## src/rtl/controller_responder.sv

```systemverilog
// controller_responder
//   Device side of the serial game-controller protocol. Debounces raw
//   active-low buttons, snapshots them while the latch is high, and shifts
//   one button per rising controller_clk edge onto an active-low data line.
//
// Ports
//   clk               block clock, all state on rising edge
//   rst               asynchronous active-high reset
//   buttons_B         raw switch levels, 0 = pressed, asynchronous
//   controller_latch  latch from initiator, asynchronous
//   controller_clk    shift clock from initiator, asynchronous
//   data_out_B        serial data to initiator, 0 = pressed
//   buttons_debounced debounced button state, 1 = pressed
//   frame_done        one-cycle pulse after the last button is shifted
module controller_responder #(
  parameter int NUM_BUTTONS     = 8,
  parameter int DEBOUNCE_CYCLES = 16
) (
  input  logic                   clk,
  input  logic                   rst,
  input  logic [NUM_BUTTONS-1:0] buttons_B,
  input  logic                   controller_latch,
  input  logic                   controller_clk,
  output logic                   data_out_B,
  output logic [NUM_BUTTONS-1:0] buttons_debounced,
  output logic                   frame_done
);

  localparam int CNT_W = $clog2(DEBOUNCE_CYCLES + 1);
  localparam int BC_W  = $clog2(NUM_BUTTONS + 1);
  localparam logic [CNT_W-1:0] CNT_LAST = CNT_W'(DEBOUNCE_CYCLES - 1);
  localparam logic [BC_W-1:0]  BC_MAX   = BC_W'(NUM_BUTTONS);
  localparam logic [BC_W-1:0]  BC_LAST  = BC_W'(NUM_BUTTONS - 1);

  typedef enum logic [1:0] {
    S_IDLE  = 2'd0,
    S_LOAD  = 2'd1,
    S_SHIFT = 2'd2,
    S_DONE  = 2'd3
  } state_t;

  // Synchronizer chains
  logic                   latch_s1_q, latch_s2_q;
  logic                   cclk_s1_q, cclk_s2_q, cclk_prev_q;
  logic [NUM_BUTTONS-1:0] btn_s1_q, btn_s2_q;

  // Debounce state
  logic [NUM_BUTTONS-1:0] stable_q, stable_d;
  logic [CNT_W-1:0]       db_cnt_q [NUM_BUTTONS];
  logic [CNT_W-1:0]       db_cnt_d [NUM_BUTTONS];

  // Frame state
  state_t                 state_q, state_d;
  logic [NUM_BUTTONS-1:0] sr_q, sr_d;
  logic [BC_W-1:0]        bit_cnt_q, bit_cnt_d;
  logic                   frame_done_q, frame_done_d;

  logic                   clk_rise;
  logic [NUM_BUTTONS-1:0] raw_pressed;

  assign clk_rise          = cclk_s2_q & ~cclk_prev_q;
  assign raw_pressed       = ~btn_s2_q;
  assign buttons_debounced = stable_q;
  assign data_out_B        = ~sr_q[0];
  assign frame_done        = frame_done_q;

  // Button chains reset to released so no false press appears after reset.
  always_ff @(posedge clk or posedge rst) begin
    if (rst) begin
      latch_s1_q  <= 1'b0;
      latch_s2_q  <= 1'b0;
      cclk_s1_q   <= 1'b0;
      cclk_s2_q   <= 1'b0;
      cclk_prev_q <= 1'b0;
      btn_s1_q    <= '1;
      btn_s2_q    <= '1;
    end else begin
      latch_s1_q  <= controller_latch;
      latch_s2_q  <= latch_s1_q;
      cclk_s1_q   <= controller_clk;
      cclk_s2_q   <= cclk_s1_q;
      cclk_prev_q <= cclk_s2_q;
      btn_s1_q    <= buttons_B;
      btn_s2_q    <= btn_s1_q;
    end
  end

  // A difference must persist DEBOUNCE_CYCLES consecutive cycles; any
  // cycle where raw agrees with stable restarts the count.
  always_comb begin
    stable_d = stable_q;
    for (int i = 0; i < NUM_BUTTONS; i++) begin
      db_cnt_d[i] = db_cnt_q[i];
      if (raw_pressed[i] == stable_q[i]) begin
        db_cnt_d[i] = '0;
      end else if (db_cnt_q[i] == CNT_LAST) begin
        stable_d[i] = raw_pressed[i];
        db_cnt_d[i] = '0;
      end else begin
        db_cnt_d[i] = db_cnt_q[i] + CNT_W'(1);
      end
    end
  end

  always_ff @(posedge clk or posedge rst) begin
    if (rst) begin
      stable_q <= '0;
      for (int i = 0; i < NUM_BUTTONS; i++) begin
        db_cnt_q[i] <= '0;
      end
    end else begin
      stable_q <= stable_d;
      for (int i = 0; i < NUM_BUTTONS; i++) begin
        db_cnt_q[i] <= db_cnt_d[i];
      end
    end
  end

  // Latch has priority over everything, including a coincident clk_rise.
  // Shifting in IDLE/DONE only moves zeros, so data_out_B idles at 1; only
  // a shift out of SHIFT can complete a frame.
  always_comb begin
    state_d      = state_q;
    sr_d         = sr_q;
    bit_cnt_d    = bit_cnt_q;
    frame_done_d = 1'b0;
    if (latch_s2_q) begin
      state_d   = S_LOAD;
      sr_d      = stable_q;
      bit_cnt_d = '0;
    end else begin
      case (state_q)
        S_LOAD: begin
          state_d = S_SHIFT;
        end
        S_IDLE, S_SHIFT, S_DONE: begin
          if (clk_rise) begin
            sr_d = {1'b0, sr_q[NUM_BUTTONS-1:1]};
            if (bit_cnt_q != BC_MAX) begin
              bit_cnt_d = bit_cnt_q + BC_W'(1);
            end
            if (state_q == S_SHIFT && bit_cnt_q == BC_LAST) begin
              state_d      = S_DONE;
              frame_done_d = 1'b1;
            end
          end
        end
        default: begin
          state_d = S_IDLE;
        end
      endcase
    end
  end

  always_ff @(posedge clk or posedge rst) begin
    if (rst) begin
      state_q      <= S_IDLE;
      sr_q         <= '0;
      bit_cnt_q    <= '0;
      frame_done_q <= 1'b0;
    end else begin
      state_q      <= state_d;
      sr_q         <= sr_d;
      bit_cnt_q    <= bit_cnt_d;
      frame_done_q <= frame_done_d;
    end
  end

endmodule

```

## config.mk

```make
export PLATFORM = sky130hd
export DESIGN_NAME = controller_responder
export DESIGN_NICKNAME = d
export VERILOG_FILES = /design/src/rtl/controller_responder.sv
export SDC_FILE = /design/constraint.sdc
export NUM_CORES = 1
export LEC_CHECK = 0
export ABC_CLOCK_PERIOD_IN_PS = 3300
export CAP_MARGIN = 20
export CORE_UTILIZATION = 40
export DETAILED_ROUTE_END_ITERATION = 6
export GPL_TIMING_DRIVEN = 0
export PLACE_DENSITY = 0.66
export SETUP_SLACK_MARGIN = 0.5
export SYNTH_ARGS = -nofsm -noshare
export SYNTH_HDL_FRONTEND = slang
export SYNTH_SLANG_ARGS = --single-unit
```

## constraint.sdc

```tcl
create_clock -name clk -period 3.3 [get_ports clk]
set_input_delay 0.66 -clock clk [delete_from_list [all_inputs] [get_ports clk]]
set_output_delay 0.66 -clock clk [all_outputs]
set_load 0.02 [all_outputs]
```

==> results <==
- The smallest clock period supported by the final layout is computed as ~2.1 ns.
- For the pin with the worst max-slew slack, the measured transition is between 0.3 and 0.4 ns.
- The worst IR drop on VDD is between 0.2 and 0.25 mV.
- In the global route stage, overall resource usage came out at between 10% and 20%.
- For this run, the slowest stage of the critical path takes roughly 0.64 ns.
- Once placement completed, the tool counted placed cells totaling 400.
- Setup violations remaining at the end of the flow were counted as 0.
- Synthesis produced a netlist with a net count of slightly below 300.
- The hold path startpoint is btn_s1_q[1].
- Entering global routing, the biggest net connects 57 pins.
- Sequential cells were found to cover between 60 and 70% of the synthesized design area.
- The worst path arrival time is roughly 1.4 ns.
- The final number of hold-violating endpoints is 0.
- The required time of the worst setup path is around 2.6 ns.
- The via count of the first global-routing pass came to 2,030.
- The type of element launching the critical path is a flop.
- The share of total power dissipated in sequential elements is 56.8%.
- With fillers left out, the area of the finished cells amounts to just under 0.004 mm^2.
- The final instance count without filler cells is about 420.
- Dividing the final minimum period by the clock period gives between 60% and 70%.
- For this block, the initial DRC count from the detailed router was approximately 120.
- The congestion estimate from routability-driven global placement came to 0.707.
- The clock network power share is 36.7%.
- The detailed-router iteration count before antenna repair is 4.
- Counting every sink on the clock net gives 84.
- The floorplan has 32 rows.
- The internal portion of the total power is 1.49 mW.
- The total placed instance area is ~0.0037 mm^2.
- The dominant delay contributor by cell family on the critical path is buffers and inverters.
- The end point of the most critical hold path is btn_s2_q[1].
- The maximum count of clock buffers along a single path is 2.
- Hold repair after CTS inserted 0 buffers.
- At the end of the flow the core is filled with cells to roughly half.
- The critical path class is flop to primary output.
- Clock-pin slew was measured on the worst setup and hold paths at ~0.08 ns.
- Setup repair after global routing left no endpoint under its margin.
- The critical path buffer and inverter count is 1.
- The DRC violations left is 0.
- The total overflow left after global routing is 0.
- Summed over all cells, the static leakage comes to around 1.8 nW.
- TritonCTS built the clock tree.
- The routed layout has 2,008 vias.
- The source-to-sink clock delay at the later pin of the worst-skew pair is roughly 0.34 ns.
- The average routed wire per standard cell is between 10 and 15 um.
- Synthesis instantiated 31 different standard cells from the library.
- The final net count is around 330.
- The number of setup buffers added after CTS is 0.
- The cell area that synthesis handed to floorplanning was roughly 0.0033 mm^2.
- The ratio of total power to cell area is 499 mW/mm^2.
- The clock tree skew after final layout is 0.00473 ns.
- STA classifies the critical path endpoint as a primary output.
- The boundary pin count is 22.
- The part of the power in combinational logic is under 10%.
- The first global-routing pass estimated roughly 8.9 mm of wire.
- The post-cts repair resize count is 0.
- The worst slew margin relative to its limit is 74.7%.
- The worst reg-to-reg path cell count is 4.
- The worst hold slack is around 0.36 ns.
- The root buffer cell chosen for the clock tree is clkbuf_8.
- Yosys printed 0 warnings.
- The max-cap check violation count is 0.
- In this run the power spent charging and discharging nets is between 400 and 500 uW.
- Measured along the y axis, the die boundary spans about 93 um.
- The routed via count divided by cell count is just under 5.
- The tightest min-delay check is of the flop to flop type.
- Along the worst hold path, the cell count comes to 0.
- The number of levels the H-tree was split into is 3.
- The worst reg2reg path endpoint is bit_cnt_q[0].
- The HPWL after detailed placement is ~3.3 mm.
- Synthesis inferred 84 register bits.
- The count of fill cells added during filler insertion is just under 700.
- The area growth from synthesis to layout is 17.0%.
- The count of inserted antenna diode cells is 0.
- The flow ran to the end, and the final reports show no timing, DRC or antenna violations.
- The launch point of the worst reg-to-reg path is bit_cnt_q[0].
- For this configuration, the core starts out at a cell density of approximately 42%.
- The final wirelength is between 4 and 5 mm.
- The number of antenna violations at the first check in global routing came to 0.
- Port buffering added 21 buffers.
- Synthesis produced a netlist whose cell count is ~280.
- The switching share of power is 23.6%.
- The number of buffers added by the clock tree synthesis step is 9.
- The area of the core region is 0.00789 mm^2.
- The count of pins over their slew limit was 0.
- The critical path goes through clkdlybuf4s50_1.
- The slowest stage cell on the critical path is clkdlybuf4s50_1.
- The overall die width is roughly 93 um.
- The count of nets left with antenna violations once routing finished came out at 0.
- Timing would allow up to 482 MHz.
- The biggest fanout along the worst timing path is 4.
- Each instance of the synthesized netlist takes up on average ~12 um^2.
- The internal reg-to-reg setup slack is roughly 1.8 ns.
- The post-route netlist has 14.3% of its cells at a drive strength greater than 1.
- The die area is ~0.0087 mm^2.
## synth_stat cells
library cell / count / area share, %
a21boi_1: 1 / 0.23
a21oi_1: 4 / 0.60
a221o_1: 2 / 0.60
a311oi_4: 1 / 0.79
and2_1: 11 / 2.1
and2b_2: 1 / 0.26
and3_1: 8 / 1.5
buf_2: 4 / 0.60
buf_6: 2 / 0.67
dfrtp_1: 68 / 51
dfstp_2: 16 / 13
ha_1: 10 / 3.7
inv_1: 10 / 1.1
inv_2: 1 / 0.11
mux2_1: 1 / 0.34
mux2i_1: 1 / 0.30
nand2_1: 8 / 0.90
nand2b_1: 3 / 0.56
nand2b_4: 1 / 0.41
nand3_1: 26 / 3.9
nand4_1: 1 / 0.19
nor2_1: 29 / 3.3
nor2b_1: 7 / 1.3
nor4b_1: 1 / 0.26
o21ai_0: 22 / 3.3
o311ai_1: 1 / 0.26
o31ai_1: 10 / 2.2
or4_1: 1 / 0.23
or4_4: 1 / 0.34
xnor2_1: 8 / 2.1
xor2_1: 16 / 4.2
## final cells by class
| cell class | count | area [um^2] | area share [%] |
|---|---|---|---|
| repair buffers | 22 | 238 | 6.09 |
| inverters | 11 | 43.8 | 1.12 |
| clock buffers | 9 | 124 | 3.17 |
| multi-input cells | 175 | 1130 | 29.0 |
| well taps | 102 | 128 | 3.27 |
| plain buffers | 6 | 42.5 | 1.09 |
| clock inverters | 7 | 75.1 | 1.92 |
| flip-flops and latches | 84 | 2120 | 54.4 |
## power by group through the flow
stage | Combinational [mW] | Sequential (mW) | Clock, mW
after floorplan | 0.0899 | 1.12 | 0
after global placement | 0.121 | 1.12 | 0
after detailed placement | 0.129 | 1.13 | 0
after CTS | 0.129 | 1.11 | 0.743
after global routing | 0.148 | 1.11 | 0.792
final | 0.126 | 1.11 | 0.715
## registers in the layout, indices dropped and copies added, names as in the netlist
| signal | flops |
|---|---|
| frame_done | 1 |
| latch_s2_q | 1 |
| cclk_s1_q | 1 |
| latch_s1_q | 1 |
| cclk_prev_q | 1 |
| btn_s2_q | 8 |
| db_cnt_q | 40 |
| buttons_debounced | 8 |
| sr_q | 8 |
| btn_s1_q | 8 |
| cclk_s2_q | 1 |
| bit_cnt_q | 4 |
| state_q | 2 |
## kinds of logic after synthesis
logic type | Yosys count | synth area share, %
simple gates | 98 | 15.2
flops | 84 | 63.6
compound gates | 41 | 8.02
xor+xnor | 24 | 6.30
buf+inv | 17 | 2.51
fa+ha+maj | 10 | 3.75
mux | 2 | 0.637
## worst max-delay path by stage
stage,start,endpoint,slack [ns],cells after the start
CTS,buttons_debounced[0],buttons_debounced[0],1.19,1
finish,buttons_debounced[0],buttons_debounced[0],1.22,1
detailed placement,buttons_debounced[0],buttons_debounced[0],1.59,1
global placement,rst,db_cnt_q[28],-0.76,2
floorplan,rst,bit_cnt_q[0],0.50,1
global route,buttons_debounced[3],buttons_debounced[3],1.17,1
## worst register-to-register path, stage by stage (launching register included)
cell and delay, ns:
dfrtp_1 0.41, inv_1 0.07, ha_1 0.24, a311oi_4 0.30, mux2_1 0.35
## metal layers
layer	global-route usage, %	vias up	wire length (um)
met2	20.0	25	2230
met3	2.60	11	126
met1	17.9	961	2430
li1	-	1011	-
met5	0	-	0
met4	7.18	0	123
## placed cells by master, fill, tap and decap left out, types with 3 or more instances in the layout
master and n:
nand3_1 26, xor2_1 16, clkinv_4 3, xnor2_1 8, and3_1 8, clkbuf_8 9, nor2_1 29, nor2b_1 7
and2_1 11, clkdlybuf4s50_1 21, o31ai_1 10, dfrtp_1 68, nand2b_1 3, a21oi_1 4, inv_1 9, nand2_1 8
buf_2 4, ha_1 10, o21ai_0 22, dfstp_2 16
## stage by stage
stage	TNS, ns	power, mW	setup WS (ns)
after global placement	-51.04	1.25	-0.755
final	0	1.95	1.22
after CTS	0	1.98	1.19
after floorplan	0	1.21	0.501
after detailed placement	0	1.26	1.59
after global routing	0	2.05	1.17
Note: power is estimated with default switching activity, not from simulation.
